## src/rtl/game_pkg.sv

```systemverilog
// Shared definitions for the game core: round FSM encoding, level and
// speed codes, and the level-to-speed mapping.
package game_pkg;

  typedef enum logic [1:0] {
    S_Idle  = 2'd0,
    S_Run   = 2'd1,
    S_Pause = 2'd2,
    S_Done  = 2'd3
  } state_t;

  localparam logic [1:0] LVL_NORMAL = 2'd0;
  localparam logic [1:0] LVL_INTER  = 2'd1;
  localparam logic [1:0] LVL_ADV    = 2'd2;

  localparam logic [1:0] SPEED_NORMAL = 2'b00;
  localparam logic [1:0] SPEED_INTER  = 2'b01;
  localparam logic [1:0] SPEED_ADV    = 2'b10;

  // Speed code that downstream logic uses for a given difficulty level.
  function automatic logic [1:0] speed_of(input logic [1:0] level);
    case (level)
      LVL_INTER: return SPEED_INTER;
      LVL_ADV:   return SPEED_ADV;
      default:   return SPEED_NORMAL;
    endcase
  endfunction

endpackage

```

## src/rtl/game_tick_controller_if.sv

```systemverilog
// Player-control inputs and round-status outputs of the tick controller.
// The game core drives the controls (master); the controller answers (slave).
interface game_tick_controller_if;

  logic       Start;
  logic       Pause;
  logic       Hit;
  logic [1:0] Level;
  logic [1:0] GameSpeed;
  logic       Tick;
  logic       LevelUp;
  logic [5:0] TicksLeft;
  logic       Running;
  logic       Done;

  modport master (
    output Start, Pause, Hit,
    input  Level, GameSpeed, Tick, LevelUp, TicksLeft, Running, Done
  );

  modport slave (
    input  Start, Pause, Hit,
    output Level, GameSpeed, Tick, LevelUp, TicksLeft, Running, Done
  );

endinterface

```

## src/rtl/tick_prescaler.sv

```systemverilog
// Counts 0..period-1 while enabled and emits a registered one-cycle pulse
// after each wrap. `wrap` exposes the wrap condition of the current cycle so
// the owner can update its own state on the same edge the pulse is issued.
module tick_prescaler #(
  parameter int CNT_W = 26
) (
  input  logic             Clock,
  input  logic             Reset,
  input  logic             enable,
  input  logic             clear,
  input  logic [CNT_W-1:0] period,
  output logic             wrap,
  output logic             tick
);

  logic [CNT_W-1:0] cnt_q;

  assign wrap = enable && (cnt_q == period - CNT_W'(1));

  // Counter and tick pulse; clear resets the count but never swallows a wrap.
  // NOTE: state registers use non-blocking (<=) so every flop samples the
  // pre-edge values; blocking here would create order-dependent simulation.
  always_ff @(posedge Clock or negedge Reset) begin
    if (!Reset) begin
      cnt_q <= '0;
      tick  <= 1'b0;
    end else begin
      tick <= wrap;
      if (clear || wrap) begin
        cnt_q <= '0;
      end else if (enable) begin
        cnt_q <= cnt_q + CNT_W'(1);
      end
    end
  end

endmodule

```

## src/rtl/game_tick_controller.sv

```systemverilog
// Round sequencer: owns the difficulty level, paces the game tick by level,
// promotes on hits and ends the round after ROUND_TICKS ticks.
module game_tick_controller
  import game_pkg::*;
#(
  parameter int NORMAL_PERIOD  = 50_000_000,
  parameter int INTER_PERIOD   = 25_000_000,
  parameter int ADV_PERIOD     = 12_500_000,
  parameter int HITS_PER_LEVEL = 8,
  parameter int ROUND_TICKS    = 60,
  parameter int CNT_W          = 26
) (
  input  logic                   Clock,
  input  logic                   Reset,
  game_tick_controller_if.slave  bus
);

  localparam int               HIT_W      = $clog2(HITS_PER_LEVEL + 1);
  localparam logic [HIT_W-1:0] HIT_MAX    = HIT_W'(HITS_PER_LEVEL - 1);
  localparam logic [5:0]       ROUND_INIT = 6'(ROUND_TICKS);

  state_t           state_q, state_d;
  logic [1:0]       level_q, level_d, speed_q;
  logic [HIT_W-1:0] hits_q, hits_d;
  logic [5:0]       ticks_q, ticks_d;
  logic             level_up_q, running_q, done_q;
  logic             in_round, presc_en, presc_clr, presc_wrap, presc_tick;
  logic             final_tick, promote;
  logic [CNT_W-1:0] period;

  // Tick period for the current level; a promotion clears the prescaler, so
  // the new period takes effect from count 0.
  always_comb begin
    case (level_q)
      LVL_INTER: period = CNT_W'(INTER_PERIOD);
      LVL_ADV:   period = CNT_W'(ADV_PERIOD);
      default:   period = CNT_W'(NORMAL_PERIOD);
    endcase
  end

  // The count advances in any cycle of a round whose Pause input is low, so
  // a wrap held off by Pause fires on the resume edge.
  assign in_round   = (state_q == S_Run) || (state_q == S_Pause);
  assign presc_en   = in_round && !bus.Pause;
  assign final_tick = presc_wrap && (ticks_q == 6'd1);

  tick_prescaler #(.CNT_W(CNT_W)) u_prescaler (
    .Clock  (Clock),
    .Reset  (Reset),
    .enable (presc_en),
    .clear  (presc_clr),
    .period (period),
    .wrap   (presc_wrap),
    .tick   (presc_tick)
  );

  // Next-state, round counter and hit/level bookkeeping.
  always_comb begin
    // NOTE: every output of this block gets a default first so no path
    // through the case leaves a variable unassigned (which infers a latch).
    state_d   = state_q;
    level_d   = level_q;
    hits_d    = hits_q;
    ticks_d   = ticks_q;
    presc_clr = 1'b0;
    promote   = 1'b0;
    case (state_q)
      S_Idle, S_Done: begin
        if (bus.Start) begin
          state_d   = S_Run;
          presc_clr = 1'b1;
          hits_d    = '0;
          level_d   = LVL_NORMAL;
          ticks_d   = ROUND_INIT;
        end
      end
      S_Run, S_Pause: begin
        if (presc_wrap) begin
          ticks_d = ticks_q - 6'd1;
        end
        if (final_tick) begin
          state_d = S_Done;               // a hit on the last tick is lost
        end else if (bus.Pause) begin
          state_d = S_Pause;              // a hit while pausing is lost
        end else begin
          state_d = S_Run;
          if ((state_q == S_Run) && bus.Hit) begin
            if ((hits_q == HIT_MAX) && (level_q != LVL_ADV)) begin
              promote   = 1'b1;
              presc_clr = 1'b1;
              hits_d    = '0;
              level_d   = level_q + 2'd1;
            end else if (hits_q != HIT_MAX) begin
              hits_d = hits_q + HIT_W'(1);
            end
          end
        end
      end
      default: state_d = S_Idle;
    endcase
  end

  // FSM state register.
  always_ff @(posedge Clock or negedge Reset) begin
    if (!Reset) begin
      state_q <= S_Idle;
    end else begin
      state_q <= state_d;
    end
  end

  // Round datapath and registered status outputs.
  always_ff @(posedge Clock or negedge Reset) begin
    if (!Reset) begin
      level_q    <= LVL_NORMAL;
      speed_q    <= SPEED_NORMAL;
      hits_q     <= '0;
      ticks_q    <= '0;
      level_up_q <= 1'b0;
      running_q  <= 1'b0;
      done_q     <= 1'b0;
    end else begin
      level_q    <= level_d;
      speed_q    <= speed_of(level_d);
      hits_q     <= hits_d;
      ticks_q    <= ticks_d;
      level_up_q <= promote;
      running_q  <= (state_d == S_Run);
      done_q     <= (state_d == S_Done);
    end
  end

  assign bus.Level     = level_q;
  assign bus.GameSpeed = speed_q;
  assign bus.Tick      = presc_tick;
  assign bus.LevelUp   = level_up_q;
  assign bus.TicksLeft = ticks_q;
  assign bus.Running   = running_q;
  assign bus.Done      = done_q;

endmodule

```

## src/flat_wrapper.sv

```systemverilog
// flat-port wrapper written by rule: the top's interface ports become plain ports
module game_tick_controller_flat import game_pkg::*;
#(
  parameter int NORMAL_PERIOD  = 50_000_000,
  parameter int INTER_PERIOD   = 25_000_000,
  parameter int ADV_PERIOD     = 12_500_000,
  parameter int HITS_PER_LEVEL = 8,
  parameter int ROUND_TICKS    = 60,
  parameter int CNT_W          = 26
)
  (Clock, Reset, bus_Start, bus_Pause, bus_Hit, bus_Level, bus_GameSpeed, bus_Tick, bus_LevelUp, bus_TicksLeft, bus_Running, bus_Done);
  game_tick_controller_if bus_i ();
  input  logic Clock;
  input  logic Reset;
  input wire logic [$bits(bus_i.Start)-1:0] bus_Start;
  input wire logic [$bits(bus_i.Pause)-1:0] bus_Pause;
  input wire logic [$bits(bus_i.Hit)-1:0] bus_Hit;
  output wire logic [$bits(bus_i.Level)-1:0] bus_Level;
  output wire logic [$bits(bus_i.GameSpeed)-1:0] bus_GameSpeed;
  output wire logic [$bits(bus_i.Tick)-1:0] bus_Tick;
  output wire logic [$bits(bus_i.LevelUp)-1:0] bus_LevelUp;
  output wire logic [$bits(bus_i.TicksLeft)-1:0] bus_TicksLeft;
  output wire logic [$bits(bus_i.Running)-1:0] bus_Running;
  output wire logic [$bits(bus_i.Done)-1:0] bus_Done;
  assign bus_i.Start = bus_Start;
  assign bus_i.Pause = bus_Pause;
  assign bus_i.Hit = bus_Hit;
  assign bus_Level = bus_i.Level;
  assign bus_GameSpeed = bus_i.GameSpeed;
  assign bus_Tick = bus_i.Tick;
  assign bus_LevelUp = bus_i.LevelUp;
  assign bus_TicksLeft = bus_i.TicksLeft;
  assign bus_Running = bus_i.Running;
  assign bus_Done = bus_i.Done;
  game_tick_controller #(.NORMAL_PERIOD(NORMAL_PERIOD), .INTER_PERIOD(INTER_PERIOD), .ADV_PERIOD(ADV_PERIOD), .HITS_PER_LEVEL(HITS_PER_LEVEL), .ROUND_TICKS(ROUND_TICKS), .CNT_W(CNT_W)) u_core (.Clock(Clock), .Reset(Reset), .bus(bus_i));
endmodule
```

## config.mk

```make
export PLATFORM = sky130hd
export DESIGN_NAME = game_tick_controller_flat
export DESIGN_NICKNAME = d
export VERILOG_FILES = /design/src/rtl/game_pkg.sv /design/src/rtl/game_tick_controller_if.sv /design/src/rtl/tick_prescaler.sv /design/src/rtl/game_tick_controller.sv /design/src/flat_wrapper.sv
export SDC_FILE = /design/constraint.sdc
export NUM_CORES = 1
export LEC_CHECK = 0
export CELL_PAD_IN_SITES_DETAIL_PLACEMENT = 1
export CELL_PAD_IN_SITES_GLOBAL_PLACEMENT = 2
export CORE_MARGIN = 3
export CORE_UTILIZATION = 25
export CTS_BUF_LIST = sky130_fd_sc_hd__clkbuf_8 sky130_fd_sc_hd__clkbuf_16
export CTS_CLUSTER_DIAMETER = 50
export DETAILED_ROUTE_END_ITERATION = 12
export PLACE_DENSITY = 0.64
export SETUP_SLACK_MARGIN = 0.3
export SLEW_MARGIN = 25
export SYNTH_ARGS = -nofsm -noshare
export SYNTH_HDL_FRONTEND = slang
export SYNTH_SLANG_ARGS = --single-unit
```

## constraint.sdc

```tcl
create_clock -name Clock -period 3.1 [get_ports Clock]
set_input_delay 0.62 -clock Clock [delete_from_list [all_inputs] [get_ports Clock]]
set_output_delay 0.62 -clock Clock [all_outputs]
set_load 0.01 [all_outputs]
```

## Word-level counts from Yosys, hierarchy flattened

Index checks and enable logic that the tools add are counted.

- $add $sub $neg: 5
- Equal/unequal tests: 20
- Multiplexer cells: 31
- Reduce and logical (&&, ||, !) cells: 14

Operators by type and width:

| cell | number |
|---|---|
| 2-to-1 mux 26 bit | 2 |
| one-hot mux 26 bit (2 select lines) | 1 |
| adder 26 x 1 -> 26 bit (second input constant) | 1 |
| == test 26 bit | 1 |
| subtractor 26 x 1 -> 26 bit (second input constant) | 1 |
| 2-to-1 mux 4 bit | 6 |
| 2-to-1 mux 2 bit | 8 |
| 2-to-1 mux 6 bit | 2 |
| one-hot mux 2 bit (2 select lines) | 3 |
| one-hot mux 6 bit (2 select lines) | 1 |
| == test 2 bit (second input constant) | 5 |
| == test 2 x 1 -> 1 bit (second input constant) | 4 |
| inequality test 2 bit (second input constant) | 4 |
| one-hot mux 4 bit (2 select lines) | 1 |
| == test 6 x 1 -> 1 bit (second input constant) | 1 |
| 2-to-1 mux 1 bit | 6 |
| subtractor 6 x 1 -> 6 bit (second input constant) | 1 |
| logical AND 1 bit | 5 |
| AND reduction 5 bit | 1 |
| adder 4 x 1 -> 4 bit (second input constant) | 1 |
| == test 4 x 3 -> 1 bit (second input constant) | 1 |
| inequality test 2 x 1 -> 1 bit (second input constant) | 2 |
| inequality test 4 x 3 -> 1 bit (second input constant) | 1 |
| OR reduction 2 bit | 2 |
| 8 further kinds | 9 |

- Flip-flop bits (word level): 46
- Bits of input ports: 5
- Output and inout port bits: 14
- Logic and storage cells: 80

## Longest topological paths before layout

Gate-level depths: netlist of run 1.

- Depth in word-level cells: 10
- Gate-level depth with buffers: 10
- Depth with buffers taken out: 8

## Hierarchy

Synthesis of run 1 repeated with hierarchy kept, for this count alone.

- Cell total of the unflattened synthesis: 381
- Area, all modules: 3335.7 sq um

By module, submodules not included:

| module | instances | cells each | area an instance (sq um) | seq. area each (sq um) |
|---|---|---|---|---|
| tick_prescaler | 1 | 271 | 2259.7 | 675.6 |
| game_tick_controller | 1 | 110 | 1076.0 | 475.5 |

## Worst setup path before layout of run 1

OpenSTA, ideal clock, no wires.

- Path kind: reg-to-reg
- From: register u_core.level_q[0] (netlist: u_core.bus.Level[0])
- To: register u_core.speed_q[0] (netlist: u_core.bus.GameSpeed[0])
- Library setup time: 0.126 ns
- Data arrival time: 2.423 ns
- Required time: 2.974 ns
- Path slack: 0.550 ns
- Cell stages (with the launch flop): 8
- Path buffers: 0
- Period minus slack after synthesis: 2.550 ns
- Path through: dfrtp_1 -> inv_1 -> ha_1 -> or3b_1 -> a221o_1 -> nor4_4 -> a21oi_2 -> a311o_1

- Word-level cells in the longest chain between the ends: 10
- Elaborated cells on any way between the ends: 19
- Classes of those cells: add/sub: 2; eq/ne: 6; mux: 8; reduce/logical: 3

RTL lines:

| item | line | text |
|---|---|---|
| start, declared | game_tick_controller.sv:23 | `logic [1:0] level_q, level_d, speed_q;` |
| start signal, assigned | game_tick_controller.sv:123 | `level_q <= level_d;` |
| == test 2 bit / == test 2 x 1 -> 1 bit (equally long branches) | game_tick_controller.sv:34 | `case (level_q)` |
| one-hot mux 26 bit (2 select lines) | game_tick_controller.sv:34 |  |
| subtractor 26 x 1 -> 26 bit | tick_prescaler.sv:18 | `assign wrap = enable && (cnt_q == period - CNT_W'(1));` |
| == test 26 bit | tick_prescaler.sv:18 |  |
| logical AND 1 bit | tick_prescaler.sv:18 |  |
| logical AND 1 bit | game_tick_controller.sv:45 | `assign final_tick = presc_wrap && (ticks_q == 6'd1);` |
| 2-to-1 mux 2 bit | game_tick_controller.sv:81 | `if (final_tick) begin` |
| one-hot mux 2 bit (2 select lines) * | game_tick_controller.sv:67 | `case (state_q)` |
| == test 2 bit / == test 2 x 1 -> 1 bit (equally long branches) | game_pkg.sv:22 | `case (level)` |
| one-hot mux 2 bit (2 select lines) * | game_pkg.sv:22 |  |
| end signal, assigned | game_tick_controller.sv:124 | `speed_q <= speed_of(level_d);` |
| end, declared | game_tick_controller.sv:23 |  |

Mark *: on every way between the ends. The rest lies on a longest branch, timed or not.
A chain may end at the register's enable or synchronous reset.

## Final worst setup path of run 1

Same ends and word-level chain as after synthesis.

==> results_tabular.tex, run 1 <==
\begin{tabular}{lr}
\hline
Metric & Value \\
\hline
\multicolumn{2}{l}{\textbf{Clock tree}} \\
Clock tree from TritonCTS & built \\
Post-CTS Resized & 0 \\
Post-CTS clock slew at the launch and capture registers of the worst setup and hold paths & 0.09 ns \\
Total number of H-tree levels & 2 \\
Post-CTS setup buffers & 0 \\
Total of hold buffers inserted after clock tree synthesis & 0 \\
Insertion delay of the later-clocked pin in the worst-skew pair & 0.31 ns \\
Worst-case clock buffer depth & 2 \\
CTS Root Buffer Type & sky130\_fd\_sc\_hd\_\_clkbuf\_8 \\
Clock sinks & 46 \\
Number of buffers added by the clock tree synthesis step & 5 \\
\multicolumn{2}{l}{\textbf{Yosys}} \\
Async set or reset register ratio after synthesis & 100.0\% \\
Yosys warning total & 0 \\
Number of synthesized flops with an enable pin & 0 \\
Average cell area after synthesis & 9.826 um\^{}2 \\
Cell area after synthesis & 0.002476 mm\^{}2 \\
Number of distinct library cells after synthesis & 47 \\
Seq cells post-synth & 46 \\
Total nets after synthesis & 265 \\
Prevailing post-synth register cell & sky130\_fd\_sc\_hd\_\_dfrtp\_1 \\
Share of synthesized area occupied by flip-flops and latches & 46.49\% \\
Number of cells produced by synthesis & 252 \\
\multicolumn{2}{l}{\textbf{Floorplanning}} \\
I/O pin cnt & 19 \\
Number of placement rows & 35 \\
Horizontal die dimension & 105.5 um \\
Die Area & 0.01113 mm\^{}2 \\
DIE HEIGHT & 105.5 um \\
Initial standard-cell utilization of the core & 26.30\% \\
Core area & 0.009415 mm\^{}2 \\
\multicolumn{2}{l}{\textbf{Timing}} \\
Final setup slack of the worst path & 0.5113 ns \\
Final setup viols & 0 \\
Sum of negative setup slack & 0 ns \\
Unrepaired setup endpoints after global routing & false \\
Worst setup skew after layout & 0.009814 ns \\
Final Slew Violations & 0 \\
FMAX & 386.3 MHz \\
Final Hold Fails & 0 \\
Slew at the pin closest to its max-slew limit & 0.5315 ns \\
Post-layout min period & 2.589 ns \\
Max\_slew headroom & 64.45\% \\
Final period utilization & 83.51\% \\
\multicolumn{2}{l}{\textbf{Drt}} \\
Count of unresolved DRC violations after routing & 0 \\
Final routed wire length divided by cell count & 14.73 um \\
Violation count after the first detailed-route iteration & 52 \\
Vias per std cell & 4.527 \\
Detailed-routing iteration count for the pre-antenna-repair pass & 4 \\
Final antenna-violating net count & 0 \\
WL final & 6068 um \\
Via count & 1865 \\
\multicolumn{2}{l}{\textbf{Setup path}} \\
Worst r2r src & u\_core.bus.Level[0] \\
Signal arrival time at the worst endpoint & 2.78 ns \\
Crit path launch type & flip-flop \\
Critical path capture point type & flip-flop \\
Reg-to-reg setup timing slack & 0.51 ns \\
Type of the worst setup path & reg -> reg \\
Crit Reg-Reg Endpoint & u\_core.bus.GameSpeed[0] \\
R2r worst-path depth & 7 \\
Critical path data required time & 3.30 ns \\
Largest fanout of any net on the critical path & 7 \\
\multicolumn{2}{l}{\textbf{Pwr}} \\
Pwr Density & 607.3 mW/mm\^{}2 \\
Leakage power of the design & 1.276 nW \\
Worst IR Drop VDD & 187.5 uV \\
\multicolumn{2}{l}{\textbf{Layout}} \\
Register Area & 0.001151 mm\^{}2 \\
Total inserted antenna cells & 0 \\
Layout overhead on the synthesized area & 21.37\% \\
Multi-input gate area in the final layout & 0.001246 mm\^{}2 \\
Fillers & 1066 \\
Most frequent cells in the layout & sky130\_fd\_sc\_hd\_\_dfrtp\_1, sky130\_fd\_sc\_hd\_\_nor2\_1, sky130\_fd\_sc\_hd\_\_xor2\_1 \\
Fraction of final layout cells with drive strength greater than 1 & 12.01\% \\
Commonest non-fill, non-tap cell in the layout & sky130\_fd\_sc\_hd\_\_dfrtp\_1 \\
Final nets & 295 \\
Final core area utilization & 31.92\% \\
\multicolumn{2}{l}{\textbf{GRT}} \\
Number of antenna violations at the first check in global routing & 0 \\
Maximum number of pins on one net before global-route repair & 27 \\
Total global routing track utilization & 11.73\% \\
Number of global-route vias before repair & 1974 \\
Total overflow reported by the global router & 0 \\
Global-route wire length before repair & 10440 um \\
\multicolumn{2}{l}{\textbf{Flow run}} \\
Maxcap violations & 0 \\
\multicolumn{2}{l}{\textbf{Placed design}} \\
Worst setup slack after placement & 0.3673 ns \\
Count of input and output buffers & 18 \\
Placer Congestion & 0.7280 \\
Detailed placement HPWL & 4380 um \\
\multicolumn{2}{l}{\textbf{Min path}} \\
Class of the worst hold path & in -> async \\
\multicolumn{2}{l}{\textbf{Status}} \\
Status & complete, no violations \\
\hline
\end{tabular}
[worst max-delay path by stage]
stage	startpoint	endpoint	slack [ns]	depth (start not counted)
after global placement	bus_Pause	u_core.u_prescaler.cnt_q[24]	0.40	7
final	u_core.bus.Level[0]	u_core.bus.GameSpeed[0]	0.51	7
after global routing	u_core.bus.Level[0]	u_core.bus.GameSpeed[0]	0.36	7
after CTS	u_core.bus.Level[0]	u_core.bus.GameSpeed[0]	0.50	7
after floorplan	u_core.bus.Level[0]	u_core.bus.GameSpeed[0]	0.55	7
after detailed placement	bus_Pause	u_core.u_prescaler.cnt_q[18]	0.37	7
[cell families (layout without fill, tap and decap cells)]
group / Yosys count / count (layout) / synth area share [%]
buffers and inverters: 17 / 48 / 3.183
adders and majority gates: 8 / 8 / 4.043
xor gates and xnor gates: 32 / 32 / 11.32
DFF: 46 / 46 / 46.49
and+or+nand+nor: 123 / 123 / 26.88
muxes: 4 / 4 / 1.668
AOI/OAI and AO/OA: 22 / 22 / 6.417
[routing by layer]
layer / GRT usage [%] / part of all wire [%] / vias to the layer above
li1: - / - / 921
met3: 2.388 / 2.8 / 8
met4: 3.145 / 1.3 / 0
met5: 0 / 0 / -
met1: 16.23 / 51 / 913
met2: 18.67 / 45 / 23
[metrics by stage]
stage | total power, mW | hold slack (ns) | std cells | area (um^2)
2_1_floorplan | 1.099 | 0.3244 | 252 | 2476
3_3_place_gp | 1.267 | 0.5165 | 404 | 2863
3_5_place_dp | 1.280 | 0.5348 | 404 | 2863
4_1_cts | 1.858 | 0.2927 | 412 | 3005
5_1_grt | 1.950 | 0.3224 | 412 | 3005
6_report | 1.825 | 0.2817 | 412 | 3005
[synth_stat cells (all sizes together) (2+ instances only)]
master | count | area share (%)
dfrtp | 46 | 46
nor2 | 39 | 6.2
nand2 | 24 | 3.7
xor2 | 24 | 8.5
nand3 | 17 | 3.6
inv | 13 | 2.0
nand4 | 11 | 2.8
ha | 8 | 4.0
xnor2 | 8 | 2.8
a21oi | 7 | 1.7
nor3 | 7 | 1.8
and3 | 6 | 1.6
o21ai | 6 | 1.2
buf | 3 | 1.1
mux2i | 3 | 1.2
nor2b | 3 | 0.76
nor4 | 3 | 1.9
nand3b | 2 | 0.61
nor3b | 2 | 0.61
o22ai | 2 | 0.51
[sequential cells by signal (all words and copies together), names as in the netlist]
signal / flops
u_core.u_prescaler.cnt_q: 26
u_core.bus.LevelUp: 1
u_core.bus.Done: 1
u_core.bus.TicksLeft: 6
u_core.u_prescaler.tick: 1
u_core.bus.Level: 2
u_core.state_q: 2
u_core.bus.Running: 1
u_core.hits_q: 4
u_core.bus.GameSpeed: 2
[report_power, final]
group          switching [mW]  leakage [nW]  internal, mW
registers              0.0520         0.603         0.667
logic                   0.324         0.601         0.218
clock network           0.221        0.0714         0.344
total                   0.597          1.28          1.23
[cell type report]
| type | count | area share, % |
|---|---|---|
| multi-input combinational | 189 | 41.47 |
| sequential | 46 | 38.30 |
| timing repair buffer | 27 | 8.493 |
| tap | 129 | 5.371 |
| clock buffer | 6 | 2.748 |
| clock inverter | 2 | 1.998 |
| inverter | 13 | 1.624 |
[worst max-delay path: stages (launching register included)]
cell                      delay (ns)
sky130_fd_sc_hd__dfrtp_1        0.38
sky130_fd_sc_hd__inv_1          0.15
sky130_fd_sc_hd__ha_1           0.22
sky130_fd_sc_hd__or3b_1         0.36
sky130_fd_sc_hd__a221o_1        0.40
sky130_fd_sc_hd__nor4_4         0.42
sky130_fd_sc_hd__a21oi_2        0.19
sky130_fd_sc_hd__a311o_1        0.36
No activity file was read; power rests on OpenSTA's default activity.
==> run 2: changes to the inputs <==
--- a/config.mk
+++ b/config.mk
@@ -12,7 +12,7 @@
 export CTS_BUF_LIST = sky130_fd_sc_hd__clkbuf_8 sky130_fd_sc_hd__clkbuf_16
 export CTS_CLUSTER_DIAMETER = 50
 export DETAILED_ROUTE_END_ITERATION = 12
-export PLACE_DENSITY = 0.64
+export PLACE_DENSITY = 0.66
 export SETUP_SLACK_MARGIN = 0.3
 export SLEW_MARGIN = 25
 export SYNTH_ARGS = -nofsm -noshare
==> constraint.sdc (replaced) <==
create_clock -name Clock -period 2.12 [get_ports Clock]
set_input_delay 0.424 -clock Clock [delete_from_list [all_inputs] [get_ports Clock]]
set_output_delay 0.424 -clock Clock [all_outputs]
set_load 0.01 [all_outputs]
==> results_tabular.tex, run 2 (synthesis gave the netlist of run 1 again) <==
\begin{tabular}{lr}
\hline
Metric & Value \\
\hline
\multicolumn{2}{l}{\textbf{Clock tree}} \\
Number of buffers added by the clock tree synthesis step & 5 \\
Worst-case clock buffer depth & 2 \\
CTS Root Buffer Type & sky130\_fd\_sc\_hd\_\_clkbuf\_8 \\
Clock sinks & 46 \\
Post-CTS clock slew at the launch and capture registers of the worst setup and hold paths & 0.10 ns \\
Clock tree from TritonCTS & built \\
Total number of H-tree levels & 2 \\
Insertion delay of the later-clocked pin in the worst-skew pair & 0.30 ns \\
\multicolumn{2}{l}{\textbf{Layout}} \\
Final nets & 325 \\
Register ranked first by flip-flop count & u\_core.u\_prescaler.cnt\_q \\
Total inserted antenna cells & 0 \\
Max FFs per register & 26 \\
Layout overhead on the synthesized area & 39.62\% \\
Most frequent cells in the layout & sky130\_fd\_sc\_hd\_\_dfrtp\_1, sky130\_fd\_sc\_hd\_\_buf\_4, sky130\_fd\_sc\_hd\_\_nor2\_1, sky130\_fd\_sc\_hd\_\_xor2\_1, sky130\_fd\_sc\_hd\_\_nand2\_1 \\
Commonest non-fill, non-tap cell in the layout & sky130\_fd\_sc\_hd\_\_dfrtp\_1 \\
Fraction of final layout cells with drive strength greater than 1 & 31.63\% \\
\multicolumn{2}{l}{\textbf{Drt}} \\
Final routed wire length divided by cell count & 14.25 um \\
Final antenna-violating net count & 0 \\
Detailed-routing iteration count for the pre-antenna-repair pass & 4 \\
Violation count after the first detailed-route iteration & 29 \\
Vias per std cell & 4.548 \\
Count of unresolved DRC violations after routing & 0 \\
WL final & 6298 um \\
Via count & 2010 \\
\multicolumn{2}{l}{\textbf{Timing}} \\
Unrepaired setup endpoints after global routing & true \\
Slew at the pin closest to its max-slew limit & 0.5389 ns \\
Worst setup skew after layout & 0.01076 ns \\
Final setup viols & 39 \\
Sum of negative setup slack & -3.400 ns \\
Final period utilization & 106.1\% \\
Final Hold Fails & 0 \\
Max\_slew headroom & 64.07\% \\
Final Slew Violations & 0 \\
FMAX & 444.4 MHz \\
Post-layout min period & 2.250 ns \\
Final setup slack of the worst path & -0.1303 ns \\
\multicolumn{2}{l}{\textbf{Pwr}} \\
Pwr Density & 821.3 mW/mm\^{}2 \\
Leakage power of the design & 1.456 nW \\
Worst IR Drop VDD & 363.9 uV \\
\multicolumn{2}{l}{\textbf{Setup path}} \\
Worst r2r src & u\_core.bus.Level[0] \\
Crit Reg-Reg Endpoint & u\_core.u\_prescaler.cnt\_q[11] \\
Type of the worst setup path & reg -> reg \\
R2r worst-path depth & 10 \\
Reg-to-reg setup timing slack & -0.13 ns \\
Largest fanout of any net on the critical path & 7 \\
Crit path launch type & flip-flop \\
Critical path capture point type & flip-flop \\
Critical path data required time & 2.31 ns \\
Signal arrival time at the worst endpoint & 2.44 ns \\
\multicolumn{2}{l}{\textbf{GRT}} \\
Total overflow reported by the global router & 0 \\
Global-route wire length before repair & 10540 um \\
Total global routing track utilization & 11.68\% \\
Number of global-route vias before repair & 2105 \\
Number of antenna violations at the first check in global routing & 0 \\
Maximum number of pins on one net before global-route repair & 26 \\
\multicolumn{2}{l}{\textbf{Status}} \\
Status & finished, violations left \\
Violated checks & negative setup slack \\
\multicolumn{2}{l}{\textbf{Flow run}} \\
Maxcap violations & 0 \\
\multicolumn{2}{l}{\textbf{Placed design}} \\
Worst setup slack after placement & -0.2308 ns \\
Detailed placement HPWL & 4605 um \\
Placer Congestion & 0.7772 \\
Count of input and output buffers & 18 \\
\multicolumn{2}{l}{\textbf{Floorplanning}} \\
DIE HEIGHT & 105.5 um \\
I/O pin cnt & 19 \\
Initial standard-cell utilization of the core & 26.30\% \\
Horizontal die dimension & 105.5 um \\
Number of placement rows & 35 \\
Core area & 0.009415 mm\^{}2 \\
Die Area & 0.01113 mm\^{}2 \\
\multicolumn{2}{l}{\textbf{Min path}} \\
Class of the worst hold path & in -> async \\
\hline
\end{tabular}
==> run 2: timing repair <==
action | in CTS | in global routing
hold buffers | 0 | 0
pin swaps | 6 | 11
endpoints found under the setup margin | 47 | 45
setup buffers | 4 | 2
gates resized for setup | 16 | 27
gates cloned | 0 | 1
==> run 2: power breakdown <==
group / switching, mW / internal, mW / total, mW
registers: 0.0842 / 0.975 / 1.06
clock network: 0.314 / 0.348 / 0.662
logic: 0.582 / 0.536 / 1.12
==> run 2: worst max path at each step <==
stage | start | end | cells past startpoint
3_5_place_dp | bus_Pause | u_core.u_prescaler.cnt_q[22] | 7
3_3_place_gp | bus_Pause | u_core.u_prescaler.cnt_q[22] | 7
4_1_cts | u_core.bus.Level[0] | u_core.bus.TicksLeft[4] | 10
6_report | u_core.bus.Level[0] | u_core.u_prescaler.cnt_q[11] | 10
5_1_grt | u_core.bus.Level[0] | u_core.u_prescaler.cnt_q[11] | 10
2_1_floorplan | u_core.bus.Level[0] | u_core.hits_q[0] | 7
==> run 2: area by class of cell <==
| class | count | area [um^2] |
|---|---|---|
| Timing Repair Buffer | 57 | 555.5 |
| Multi-Input combinational cell | 189 | 1426 |
| Fill cell | 1077 | 5958 |
| Tap cell | 129 | 161.4 |
| Clock buffer | 5 | 68.82 |
| Sequential cell | 46 | 1154 |
| Clock inverter | 3 | 40.04 |
| Inverter | 13 | 51.30 |
==> run 2: layer usage <==
layer,vias up,global-route usage [%],part of all wire (%)
met1,1007,16.22,49
li1,979,-,-
met3,4,1.837,1.7
met5,-,0,0
met2,20,18.81,48
met4,0,3.330,1.0
==> run 2: critical path, cell delays in order (launching register included) <==
cell	delay [ns]
sky130_fd_sc_hd__dfrtp_2	0.44
sky130_fd_sc_hd__inv_4	0.08
sky130_fd_sc_hd__ha_4	0.13
sky130_fd_sc_hd__or3b_1	0.33
sky130_fd_sc_hd__a221o_1	0.37
sky130_fd_sc_hd__buf_6	0.15
sky130_fd_sc_hd__nor3_4	0.15
sky130_fd_sc_hd__nand2_2	0.11
sky130_fd_sc_hd__nand3_4	0.15
sky130_fd_sc_hd__clkbuf_16	0.18
sky130_fd_sc_hd__nor2_2	0.04
==> run 2: per-stage QoR <==
stage                     cells  utilization (%)  hold WS (ns)  instance area (um^2)  total power, mW
after floorplan             252                -        0.1284                  2546            1.663
after global placement      427            33.30        0.4477                  3136            2.004
after detailed placement    427            33.30        0.4483                  3136            2.025
after CTS                   439            35.27        0.1169                  3321            2.760
after global routing        442            36.72        0.1270                  3457            3.031
final                       442            36.72       0.09533                  3457            2.839
